**src/rtl/branch_pkg.sv**
```systemverilog
// Shared types for the branch predictor: opcode encoding, BTB entry layout
// and small opcode classification helpers.
package branch_pkg;

    localparam int BP_DATA_W      = 16;
    localparam int BP_BTB_ENTRIES = 16;
    localparam int BP_IDX_W       = $clog2(BP_BTB_ENTRIES);
    localparam int BP_TAG_W       = BP_DATA_W - BP_IDX_W - 1;

    // Opcode lives in instr[3:0]; instr[4] selects imm11 vs rA target, instr[15:5] is imm11.
    typedef enum logic [3:0] {
        OP_ADD_X  = 4'h1,
        OP_SUB_X  = 4'h2,
        OP_CMP_X  = 4'h3,
        OP_J_X    = 4'h8,
        OP_JN_X   = 4'h9,
        OP_JZ_X   = 4'hA,
        OP_CALL_X = 4'hB
    } opcode_e;

    typedef struct packed {
        logic                 valid;
        logic [BP_TAG_W-1:0]  tag;
        logic [BP_DATA_W-1:0] target;
        logic [1:0]           ctr;
    } btb_entry_t;

    localparam int BP_ENTRY_W = $bits(btb_entry_t);

    function automatic logic is_branch(input logic [3:0] op);
        return (op == OP_J_X) || (op == OP_JN_X) || (op == OP_JZ_X) || (op == OP_CALL_X);
    endfunction

    function automatic logic sets_flags(input logic [3:0] op);
        return (op == OP_ADD_X) || (op == OP_SUB_X) || (op == OP_CMP_X);
    endfunction

endpackage

```
**src/rtl/btb_table.sv**
```systemverilog
// Direct-mapped BTB storage: two combinational read ports (fetch lookup and
// decode-side update read), one synchronous write port, reset clears valid/ctr.
module btb_table
    import branch_pkg::*;
#(
    parameter int ENTRIES = BP_BTB_ENTRIES,
    parameter int IDX_W   = $clog2(ENTRIES)
) (
    input  logic                  clk,
    input  logic                  reset,
    input  logic [IDX_W-1:0]      i_ra_idx,
    output logic [BP_ENTRY_W-1:0] o_ra_entry,
    input  logic [IDX_W-1:0]      i_rb_idx,
    output logic [BP_ENTRY_W-1:0] o_rb_entry,
    input  logic                  i_we,
    input  logic [IDX_W-1:0]      i_widx,
    input  logic [BP_ENTRY_W-1:0] i_wdata
);

    btb_entry_t r_mem [ENTRIES];

    // Reads see the array before any write landing on this edge.
    assign o_ra_entry = r_mem[i_ra_idx];
    assign o_rb_entry = r_mem[i_rb_idx];

    always_ff @(posedge clk) begin
        if (reset) begin
            for (int i = 0; i < ENTRIES; i++) begin
                r_mem[i].valid <= 1'b0;
                r_mem[i].ctr   <= 2'b01;
            end
        end else if (i_we) begin
            r_mem[i_widx] <= i_wdata;
        end
    end

endmodule

```
**src/rtl/branch_predict_unit.sv**
```systemverilog
// Fetch-stage BTB prediction plus decode-stage branch resolution and redirect.
// Optional statistics counters are built only when STATS_EN is defined.
module branch_predict_unit
    import branch_pkg::*;
#(
    parameter int         DATA_W      = BP_DATA_W,
    parameter int         BTB_ENTRIES = BP_BTB_ENTRIES,
    parameter logic [1:0] CTR_INIT_U  = 2'b11,
    parameter logic [1:0] CTR_INIT_C  = 2'b10
) (
    input  logic              clk,
    input  logic              reset,
    input  logic [DATA_W-1:0] i_fetch_pc,
    output logic              o_pred_taken,
    output logic [DATA_W-1:0] o_pred_target,
    input  logic              i_dec_valid,
    input  logic              i_dec_stall,
    input  logic [15:0]       i_dec_instr,
    input  logic [DATA_W-1:0] i_dec_pc,
    input  logic              i_dec_pred_taken,
    input  logic [DATA_W-1:0] i_dec_pred_tgt,
    input  logic [DATA_W-1:0] i_reg_a,
    input  logic [15:0]       i_ex_instr,
    input  logic              i_fwd_z,
    input  logic              i_fwd_n,
    input  logic              i_z,
    input  logic              i_n,
    output logic              o_redirect,
    output logic [DATA_W-1:0] o_redirect_pc,
    output logic              o_is_call,
    output logic [31:0]       o_branch_cnt,
    output logic [31:0]       o_mispred_cnt
);

    localparam int IDX_W = $clog2(BTB_ENTRIES);

    function automatic logic [1:0] ctr_step(input logic [1:0] c, input logic up);
        if (up) return (c == 2'b11) ? c : c + 2'b01;
        else    return (c == 2'b00) ? c : c - 2'b01;
    endfunction

    logic [BP_ENTRY_W-1:0] w_fe_raw, w_de_raw, w_wdata_raw;
    btb_entry_t            w_fe, w_de, w_wdata;
    logic                  w_we;

    btb_table #(.ENTRIES(BTB_ENTRIES), .IDX_W(IDX_W)) u_btb (
        .clk        (clk),
        .reset      (reset),
        .i_ra_idx   (i_fetch_pc[IDX_W:1]),
        .o_ra_entry (w_fe_raw),
        .i_rb_idx   (i_dec_pc[IDX_W:1]),
        .o_rb_entry (w_de_raw),
        .i_we       (w_we),
        .i_widx     (i_dec_pc[IDX_W:1]),
        .i_wdata    (w_wdata_raw)
    );

    assign w_fe        = w_fe_raw;
    assign w_de        = w_de_raw;
    assign w_wdata_raw = w_wdata;

    // ---------------- fetch: prediction ----------------
    logic              w_fetch_hit;
    logic [DATA_W-1:0] w_fetch_pc2;

    assign w_fetch_pc2   = i_fetch_pc + DATA_W'(2);
    assign w_fetch_hit   = w_fe.valid && (w_fe.tag == i_fetch_pc[DATA_W-1:IDX_W+1]);
    assign o_pred_taken  = !reset && w_fetch_hit && w_fe.ctr[1];
    assign o_pred_target = o_pred_taken ? w_fe.target : w_fetch_pc2;

    // ---------------- decode: resolution ----------------
    logic [3:0]               w_op;
    logic                     w_is_br, w_resolve, w_z, w_n, w_taken_raw, w_taken, w_mispred;
    logic [DATA_W-1:0]        w_dec_pc2, w_imm_tgt, w_target;
    logic signed [DATA_W-1:0] w_offset;

    assign w_op      = i_dec_instr[3:0];
    assign w_is_br   = is_branch(w_op);
    assign w_resolve = i_dec_valid && !i_dec_stall && !reset;
    assign w_dec_pc2 = i_dec_pc + DATA_W'(2);
    assign w_offset  = {{(DATA_W-12){i_dec_instr[15]}}, i_dec_instr[15:5], 1'b0};
    assign w_imm_tgt = w_dec_pc2 + w_offset;
    assign w_target  = i_dec_instr[4] ? w_imm_tgt : i_reg_a;

    // A flag-setting op in execute this cycle overrides the architectural flags.
    assign w_z = sets_flags(i_ex_instr[3:0]) ? i_fwd_z : i_z;
    assign w_n = sets_flags(i_ex_instr[3:0]) ? i_fwd_n : i_n;

    always_comb begin
        w_taken_raw = 1'b0;
        case (w_op)
            OP_J_X, OP_CALL_X: w_taken_raw = 1'b1;
            OP_JN_X:           w_taken_raw = w_n;
            OP_JZ_X:           w_taken_raw = w_z;
            default:           w_taken_raw = 1'b0;
        endcase
    end

    assign w_taken       = w_taken_raw && !reset;
    assign w_mispred     = w_resolve && ((i_dec_pred_taken != w_taken) ||
                                         (w_taken && (i_dec_pred_tgt != w_target)));
    assign o_redirect    = w_mispred;
    assign o_redirect_pc = w_taken ? w_target : w_dec_pc2;
    assign o_is_call     = w_resolve && (w_op == OP_CALL_X);

    // ---------------- table update (written at the end of the decode cycle) ----------------
    logic w_de_hit;
    assign w_de_hit = w_de.valid && (w_de.tag == i_dec_pc[DATA_W-1:IDX_W+1]);

    always_comb begin
        w_we    = 1'b0;
        w_wdata = w_de;
        if (w_resolve) begin
            if (w_is_br) begin
                if (w_de_hit) begin
                    w_we        = 1'b1;
                    w_wdata.ctr = ctr_step(w_de.ctr, w_taken);
                    if (w_taken) w_wdata.target = w_target;
                end else if (w_taken) begin
                    w_we           = 1'b1;
                    w_wdata.valid  = 1'b1;
                    w_wdata.tag    = i_dec_pc[DATA_W-1:IDX_W+1];
                    w_wdata.target = w_target;
                    w_wdata.ctr    = ((w_op == OP_J_X) || (w_op == OP_CALL_X)) ? CTR_INIT_U : CTR_INIT_C;
                end
            end else if (w_de_hit) begin
                // Non-branch aliasing onto a live entry: drop it so it stops predicting.
                w_we          = 1'b1;
                w_wdata.valid = 1'b0;
            end
        end
    end

    logic w_unused;
    assign w_unused = ^{i_ex_instr[15:4], w_fe.ctr[0]};

`ifdef STATS_EN
    logic [31:0] r_branch_cnt, r_mispred_cnt;

    always_ff @(posedge clk) begin
        if (reset) begin
            r_branch_cnt  <= 32'd0;
            r_mispred_cnt <= 32'd0;
        end else begin
            if (w_resolve && w_is_br) r_branch_cnt  <= r_branch_cnt + 32'd1;
            if (w_mispred)            r_mispred_cnt <= r_mispred_cnt + 32'd1;
        end
    end

    assign o_branch_cnt  = r_branch_cnt;
    assign o_mispred_cnt = r_mispred_cnt;
`else
    assign o_branch_cnt  = 32'd0;
    assign o_mispred_cnt = 32'd0;
`endif

endmodule

```
**config.mk**
```make
export PLATFORM = sky130hd
export DESIGN_NAME = branch_predict_unit
export DESIGN_NICKNAME = d
export VERILOG_FILES = /design/src/rtl/branch_pkg.sv /design/src/rtl/btb_table.sv /design/src/rtl/branch_predict_unit.sv
export SDC_FILE = /design/constraint.sdc
export NUM_CORES = 1
export LEC_CHECK = 0
export CORE_UTILIZATION = 40
export CTS_CLUSTER_SIZE = 25
export DETAILED_ROUTE_END_ITERATION = 7
export PLACE_DENSITY_LB_ADDON = 0.15
export SLEW_MARGIN = 20
export SYNTH_ARGS = -nofsm -noshare
export SYNTH_HDL_FRONTEND = slang
export SYNTH_HIERARCHICAL = 1
export SYNTH_SLANG_ARGS = --single-unit
```
**constraint.sdc**
```tcl
create_clock -name clk -period 9.1 [get_ports clk]
set_clock_uncertainty 0.1 [all_clocks]
set_input_delay 2.275 -clock clk [delete_from_list [all_inputs] [get_ports clk]]
set_output_delay 2.275 -clock clk [all_outputs]
set_load 0.01 [all_outputs]
```
Word-level counts from Yosys, hierarchy flattened:

Memory sizes are Yosys's and may differ from the RTL's.
Index checks and enable logic that the tools add are counted.

* bits in registers: 0
* bits in latches: 0
* memory bits (writable): 480
* memory bits (read-only): 0
* bits of input ports: 105
* output and inout port bits: 99
* memories: 1

Memory list
* u_btb.r_mem: depth 16, width 30, rd ports 2, clocked after memory_dff 0, write ports 16, line btb_table.sv:20 `btb_entry_t r_mem [ENTRIES];`

* add/sub/neg operators: 5
* multipliers: 0
* div/mod/pow operators: 0
* magnitude comparators: 0
* equality and inequality tests: 12
* shift-type cells: 0
* muxes and demuxes: 31
* bitwise logic cells: 0
* reductions and logical operators: 22

Operators by type and width (number)
* 2-to-1 mux 30 bit: 3
* 2-to-1 mux 16 bit: 4
* adder 16 x 2 -> 16 bit, second input constant: 2
* OR reduction 30 bit: 1
* 2-to-1 mux 29 bit: 1
* equality test 11 bit: 2
* 2-to-1 mux 18 bit: 1
* adder 16 bit: 1
* equality test 4 bit, second input constant: 4
* inequality test 16 bit: 1
* 2-to-1 mux 1 bit: 15
* 2-to-1 mux 12 bit: 1
* logical AND 1 bit: 10
* equality test 4 x 2 -> 1 bit, second input constant: 2
* 2-to-1 mux 2 bit: 4
* logical OR 1 bit: 7
* equality test 4 x 1 -> 1 bit, second input constant: 1
* 2-to-1 mux 4 bit: 1
* one-hot mux 1 bit (3 select lines): 1
* adder 2 x 1 -> 2 bit, second input constant: 1
* equality test 2 bit, second input constant: 1
* logical NOT 1 bit: 2
* logical NOT 2 bit: 1
* OR reduction 2 bit: 1
* other kinds (2): 2

Longest topological paths before layout:

Gate-level depths: netlist (run 1).

* word-level depth: 15
* gate-level depth with buffers: 15

Modules after synthesis:

Netlist (run 1), hierarchy kept.

Modules (own cells, without submodules)
* btb_table: instances 1, cells an instance 1077, area each 21881.0 µm², seq. area each 14413.8 µm²
* branch_predict_unit: instances 1, cells an instance 540, area each 3743.6 µm², seq. area each 0.0 µm²

Worst setup path after synthesis (run 1):

OpenSTA, ideal clock, no wires.

* path type: input -> register
* from: input port i_dec_pc[1]
* to: memory u_btb/r_mem[4][0] (netlist bit), enable pin
* arrival time: 7.126 ns
* setup slack: 1.570 ns
* stages: 14
* buffers on the path: 2
* cell sequence: buf_2 > buf_2 > mux4_2 > a22oi_1 > nand2_1 > xnor2_1 > nand4_1 > nor3_1 > and2_0 > nand2b_1 > and2_1 > nand4bb_1 > nor3_1 > or2_2

RTL lines
* start: declaration: line branch_predict_unit.sv:19 `input logic [DATA_W-1:0] i_dec_pc,`
* end: declaration: line btb_table.sv:20

Final worst setup path (run 1):

* from: input port i_dec_pc[3]
* to: output port o_redirect

* word-level cells in the longest chain between the ends: 7

Ends and longest elaborated chain
* adder 16 x 2 -> 16 bit: line branch_predict_unit.sv:80 `assign w_dec_pc2 = i_dec_pc + DATA_W'(2);`
* adder 16 bit: line branch_predict_unit.sv:82 `assign w_imm_tgt = w_dec_pc2 + w_offset;`
* 2-to-1 mux 16 bit: line branch_predict_unit.sv:83 `assign w_target = i_dec_instr[4] ? w_imm_tgt : i_reg_a;`
* inequality test 16 bit: line branch_predict_unit.sv:101 `(w_taken && (i_dec_pred_tgt != w_target)));`
* logical AND 1 bit: line branch_predict_unit.sv:101
* logical OR 1 bit: line branch_predict_unit.sv:100 `assign w_mispred = w_resolve && ((i_dec_pred_taken != w_taken) ||`
* logical AND 1 bit: line branch_predict_unit.sv:100
* end: declaration: line branch_predict_unit.sv:28 `output logic o_redirect,`

Every way passes these cells.

==> results by group, run 1 <==
Layout
  • Synth-to-layout area growth: 17.27%
  • Fin util: 47.43%
  • Nets: just under 2000
  • Most flops, register: u_btb/r_mem
  • Max reg flops: 480
  • Layout cells sized above 1: 27.40%
  • Biggest regs: u_btb/r_mem: 480 flops

Critical path
  • Critical Path Sink Type: output pin
  • Arrival @ worst endpoint: 6460 ps
  • Crit Reg-Reg Endpoint: u_btb/r_mem[8][1]
  • R2r worst-path depth: 13
  • Critical path class: input pin to output pin
  • RR Startpoint: u_btb/r_mem[11][27]
  • CP Max Fanout: 4
  • Critical Path Source Type: input pin
  • Req. time, crit path: 6730 ps
  • Reg2Reg Setup Slack: 4380 ps

Route
  • Antenna-violating nets left: 0
  • Vias: ~16000
  • DRC viols: 0
  • Drt total wl: 77960 um
  • Drt pass-1 iters: 5
  • Wire per inst: roughly 29 um
  • Number of DRC markers in iteration 0: 1599
  • Vias/cell: roughly 6

Clock tree
  • Setup bufs post-CTS: 0
  • Clk_lat worst skew: 610 ps
  • Root buffer cell: clkbuf_16
  • Sink Count: 480
  • Num CTS Buffers: 51
  • Clock buffer depth: 3
  • Reg clk slew, reported paths: 60 ps
  • Cts repair resizes: 0
  • Hold Buf Count CTS: 0
  • CTS H-tree lvls: 2
  • CTS tree: done

Min path
  • Hold depth: 6
  • Worst Hold Class: flop to flop
  • WHS Endpoint: u_btb/r_mem[12][16]
  • Hold wc startpoint: u_btb/r_mem[7][16]

Floorplanning
  • Die outline width: 254.6 um
  • # IOs: 204
  • Die H: around 250 um
  • Initial Utilization: 40.45%
  • Die Footprint: ~65000 um^2
  • Core area: 63080 um^2
  • FP Rows: 92

Power and ir drop
  • Peak VDD IR: 0.1461 mV
  • Power Dens Cells: 170.8 nW/um^2
  • Final Power: 5111 uW
  • Leak Pwr: 0.009965 uW

Global routing
  • Largest net degree at the start of global routing: 51
  • Total GRT Usage: 24.24%
  • First-pass GRT wire length: 110500 um
  • Vias in the first global route: ~16000
  • Grt ovf: 0
  • Initial antenna violation count: 1

Synthesis
  • Syn Inst Count: 1610
  • Mapped Area: 25520 um^2
  • Yosys warning count: 6
  • Syn avg cell area: 15.85 um^2

Status
  • Outcome: completed

Timing
  • Final setup fails: 0
  • Final hold violation count: 0
  • Hold WS: 1013 ps
  • RSZ-0062 raised after global routing: no
  • TNS Setup: 0 ps
  • Final period utilization: 97.09%
  • Worst slew pin tran: 901.2 ps
  • Post-layout min period: approximately 8800 ps
  • Slew HR: 39.79%
  • F_max: 0.1132 GHz
  • Fin. max-slew vios: 0

Placement
  • Hpwl dp: just over 50000 um
  • GPL Wtd Cong: 0.8534
  • IO Port Bufs: 127

Flow run
  • Max_cap viols: 0
==> per-stage QoR <==
stage / cells / setup WS (ps) / cell area [um^2]
2_1_floorplan: 1673 / 1570 / 25750
3_5_place_dp: 2607 / 97.99 / 28390
5_1_grt: 2700 / 21.80 / 29920
6_report: 2701 / 264.8 / 29920
3_3_place_gp: 2607 / 90.67 / 28390
4_1_cts: 2700 / 91.54 / 29910
==> metal layers <==
layer | part of all wire [%] | global-route usage (%) | up-vias
li1 | - | - | 6854
met1 | 41 | 33.01 | 8362
met2 | 48 | 39.11 | 774
met3 | 9.0 | 5.052 | 123
met4 | 2.6 | 7.442 | 0
met5 | 0 | 0 | -
==> worst max-delay path by stage <==
stage                           start           endpoint  slack (ps)  depth (start not counted)
after CTS                 i_dec_pc[5]         o_redirect          90                         17
after global routing      i_dec_pc[3]         o_redirect          20                         16
after detailed placement  i_dec_pc[5]         o_redirect         100                         17
final                     i_dec_pc[3]         o_redirect         260                         17
after floorplan           i_dec_pc[1]  u_btb/r_mem[4][0]        1570                         14
after global placement    i_dec_pc[5]         o_redirect          90                         17
==> cell type report <==
type | instances | area [um^2]
flip-flops and latches | 480 | 14410
clock inverters | 30 | 176.4
clock buffers | 63 | 1343
inverters | 12 | 45.04
fillers | 5479 | 33160
repair buffers | 257 | 2356
multi-input cells | 1012 | 10530
diodes | 1 | 2.502
well taps | 846 | 1059
==> cells in the final DEF, fill, tap and decap left out, drive strengths merged, types with 10 or more instances in the layout <==
cell,instances
nor2b,11
buf,132
clkinv,25
clkbuf,65
or2,19
mux2,18
conb,64
mux4,236
nand2,107
a21oi,40
nor2,60
and3,12
inv,13
clkdlybuf4s50,122
xor2,28
nand2b,10
nor3,10
edfxtp,480
xnor2,48
or3,14
a22oi,118
o21ai,28
mux2i,13
ha,20
nand3,22
and2,42
nand4,14
==> power breakdown <==
part / internal, uW / switching (uW) / total, uW
clock: 1070 / 855 / 1920
sequential: 2470 / 2.92 / 2480
combinational: 302 / 407 / 709
==> worst max-delay path, cell delays in order <==
cell,delay (ps)
clkdlybuf4s50_1,580
and3_1,250
and3_1,200
and2_1,200
nand4_1,130
xnor2_1,160
buf_4,180
ha_1,300
a21oi_1,190
o21a_1,260
o211ai_1,120
o41a_1,140
a2111oi_1,400
o2111ai_1,190
nor4_2,310
nor2_1,80
clkdlybuf4s50_1,490
No activity file was read; power rests on OpenSTA's default activity.
==> inputs of run 2 (changes only) <==
- CTS_CLUSTER_SIZE: 25 -> 14
- clock period: 9.1 -> 9.85 ns (I/O delays scaled with it)
==> results by group, run 2 (synthesis gave the netlist of run 1 again) <==
Layout
  • Ant. Diodes: 0
  • Design area: 29550 um^2
  • Filler cell count: 5547
  • Commonest non-fill, non-tap cell in the layout: edfxtp_1
  • Layout cells sized above 1: 25.50%
  • Commonest cells after routing, fill and taps aside: edfxtp_1 (480), mux4_2 (236), clkdlybuf4s50_1 (123)
  • Nets: 1889
  • Multi-input logic area: approximately 11000 um^2
  • Synth-to-layout area growth: 15.79%
  • Biggest regs: u_btb/r_mem: 480 flops
  • Register area: 14410 um^2
  • Most flops, register: u_btb/r_mem
  • Max reg flops: 480

Route
  • Antenna-violating nets left: 0
  • Number of DRC markers in iteration 0: 1696
  • Vias: 16160
  • Vias/cell: 6.118
  • Drt total wl: 78040 um
  • Wire per inst: 29.54 um
  • Drt pass-1 iters: 5
  • DRC viols: 0

Critical path
  • Slowest CP cell: clkdlybuf4s50_1
  • Critical Path Sink Type: output pin
  • Arrival @ worst endpoint: ~7000 ps
  • Worst path bufs/invs: 2
  • CP Max Fanout: 7
  • Critical path class: input pin to output pin
  • Critical path, cell by cell: clkdlybuf4s50_1, and3_1, and3_1, and2_1, nand4_1, xnor2_1, ha_1, nand2_1, o21a_1, nand3b_1, o221ai_1, mux2i_1, o2111ai_1, nor4_1, nor2_1, clkdlybuf4s50_1
  • Critical Path Source Type: input pin
  • Largest stage delay, worst path: 670 ps
  • CP delay by family, top: simple AND/OR/NAND/NOR gates
  • Req. time, crit path: between 7000 and 8000 ps

Floorplanning
  • Die Footprint: 64800 um^2
  • Core area: 63080 um^2
  • Die outline width: around 250 um
  • Initial Utilization: 40.45%
  • # IOs: 204
  • Die H: 254.6 um
  • FP Rows: 92

Status
  • Outcome: completed

Placement
  • IO Port Bufs: between 100 and 150
  • GPL Wtd Cong: 0.8539
  • Post-place instance area: 28020 um^2
  • Hpwl dp: about 50000 um

Min path
  • Worst Hold Class: flop to flop

Clock tree
  • Clk_lat worst skew: 590 ps
  • Num CTS Buffers: 50
  • CTS H-tree lvls: 2
  • Clock buffer depth: 3
  • Hold Buf Count CTS: 0
  • Root buffer cell: clkbuf_16
  • Setup bufs post-CTS: 0
  • Sink Count: 480
  • Cts repair resizes: 0
  • CTS tree: done
  • Reg clk slew, reported paths: 60 ps

Power and ir drop
  • Peak VDD IR: 0.1280 mV
  • Combinational fraction of design power: about an eighth
  • Part of the power in registers: 48.3%
  • Power Dens Cells: around 160 nW/um^2
  • Leak Pwr: 0.009734 uW
  • Cell-internal power: 3589 uW
  • Switch Pwr: roughly 1100 uW
  • Clock power frac: between 30% and 40%
  • Switching part of the total: 24.25%

Timing
  • Worst slew pin tran: 1157 ps
  • Final hold violation count: 0
  • Slew HR: a little under a quarter
  • RSZ-0062 raised after global routing: no
  • Fin. max-slew vios: 0
  • Final setup fails: 0
  • F_max: between 0.1 and 0.15 GHz
  • Final period utilization: 97.07%
  • Post-layout min period: 9561 ps
  • TNS Setup: 0 ps

Flow run
  • Max_cap viols: 0

Global routing
  • Vias in the first global route: between 15000 and 20000
  • Largest net degree at the start of global routing: 59
  • Total GRT Usage: 24.30%
  • Grt ovf: 0
  • First-pass GRT wire length: 111900 um
  • Initial antenna violation count: 1
-- run 2: cell count changes in the layout (fill, tap and decap cells not counted), sizes merged --
| cell | previous run | this run |
|---|---|---|
| clkdlybuf4s50 | 122 | 123 |
| clkinv | 25 | 18 |
| clkbuf | 65 | 64 |
| diode | 1 | 0 |
| bufinv | 1 | 4 |
| clkinvlp | 3 | 0 |
| buf | 132 | 82 |
| dlymetal6s2s | 1 | 0 |
-- run 2: per-stage QoR --
| stage | util (%) | hold WS (ps) | cells | total power (uW) | worst slack [ps] |
|---|---|---|---|---|---|
| 2_1_floorplan | - | 908.9 | 1673 | 2735 | 2084 |
| 3_3_place_gp | 44.40 | 979.5 | 2557 | 2955 | 312.1 |
| 3_5_place_dp | 44.42 | 992.6 | 2557 | 2962 | 328.8 |
| 4_1_cts | 46.84 | 1013 | 2642 | 4774 | 325.7 |
| 5_1_grt | 46.84 | 1081 | 2642 | 4883 | 12.31 |
| 6_report | 46.84 | 1009 | 2642 | 4738 | 288.8 |
-- run 2: tightest hold or removal path, stage by stage, from the launching register on --
cell      delay [ps]
edfxtp_1         340
mux4_2           230
a22oi_1           60
nand2_1           50
nand2_1           40
o21ai_0           70
buf_4            190
-- run 2: path summary, 6_finish.rpt --
check | slack, ps | depth (start not counted) | from | endpoint
worst max-delay path | 290 | 16 | i_dec_pc[4] | o_redirect
worst min-delay path | 1010 | 6 | u_btb/r_mem[12][16] | u_btb/r_mem[13][16]
worst max register to register | 4770 | 13 | u_btb/r_mem[3][26] | u_btb/r_mem[0][0]
worst min register to register | 1010 | 6 | u_btb/r_mem[12][16] | u_btb/r_mem[13][16]
-- run 2: area by class of cell --
class / instances / share of cell area [%]
clock inverters: 23 / 0.7030
clock buffers: 62 / 4.459
repair buffers: 207 / 6.695
inverters: 12 / 0.1525
flip-flops and latches: 480 / 48.78
multi-input cells: 1012 / 35.62
well taps: 846 / 3.583
-- run 2: layer usage --
layer	global-route usage (%)	share of wire (%)
met3	5.215	8.8
met5	0	0.031
met4	6.724	2.6
met1	34.12	42
met2	38.26	47
-- run 2: power groups by stage --
stage | logic [uW] | clock network (uW) | registers [uW]
after detailed placement | 630 | 0 | 2330
after global placement | 624 | 0 | 2330
after floorplan | 403 | 0 | 2330
after CTS | 632 | 1850 | 2290
after global routing | 679 | 1920 | 2290
final | 632 | 1820 | 2290
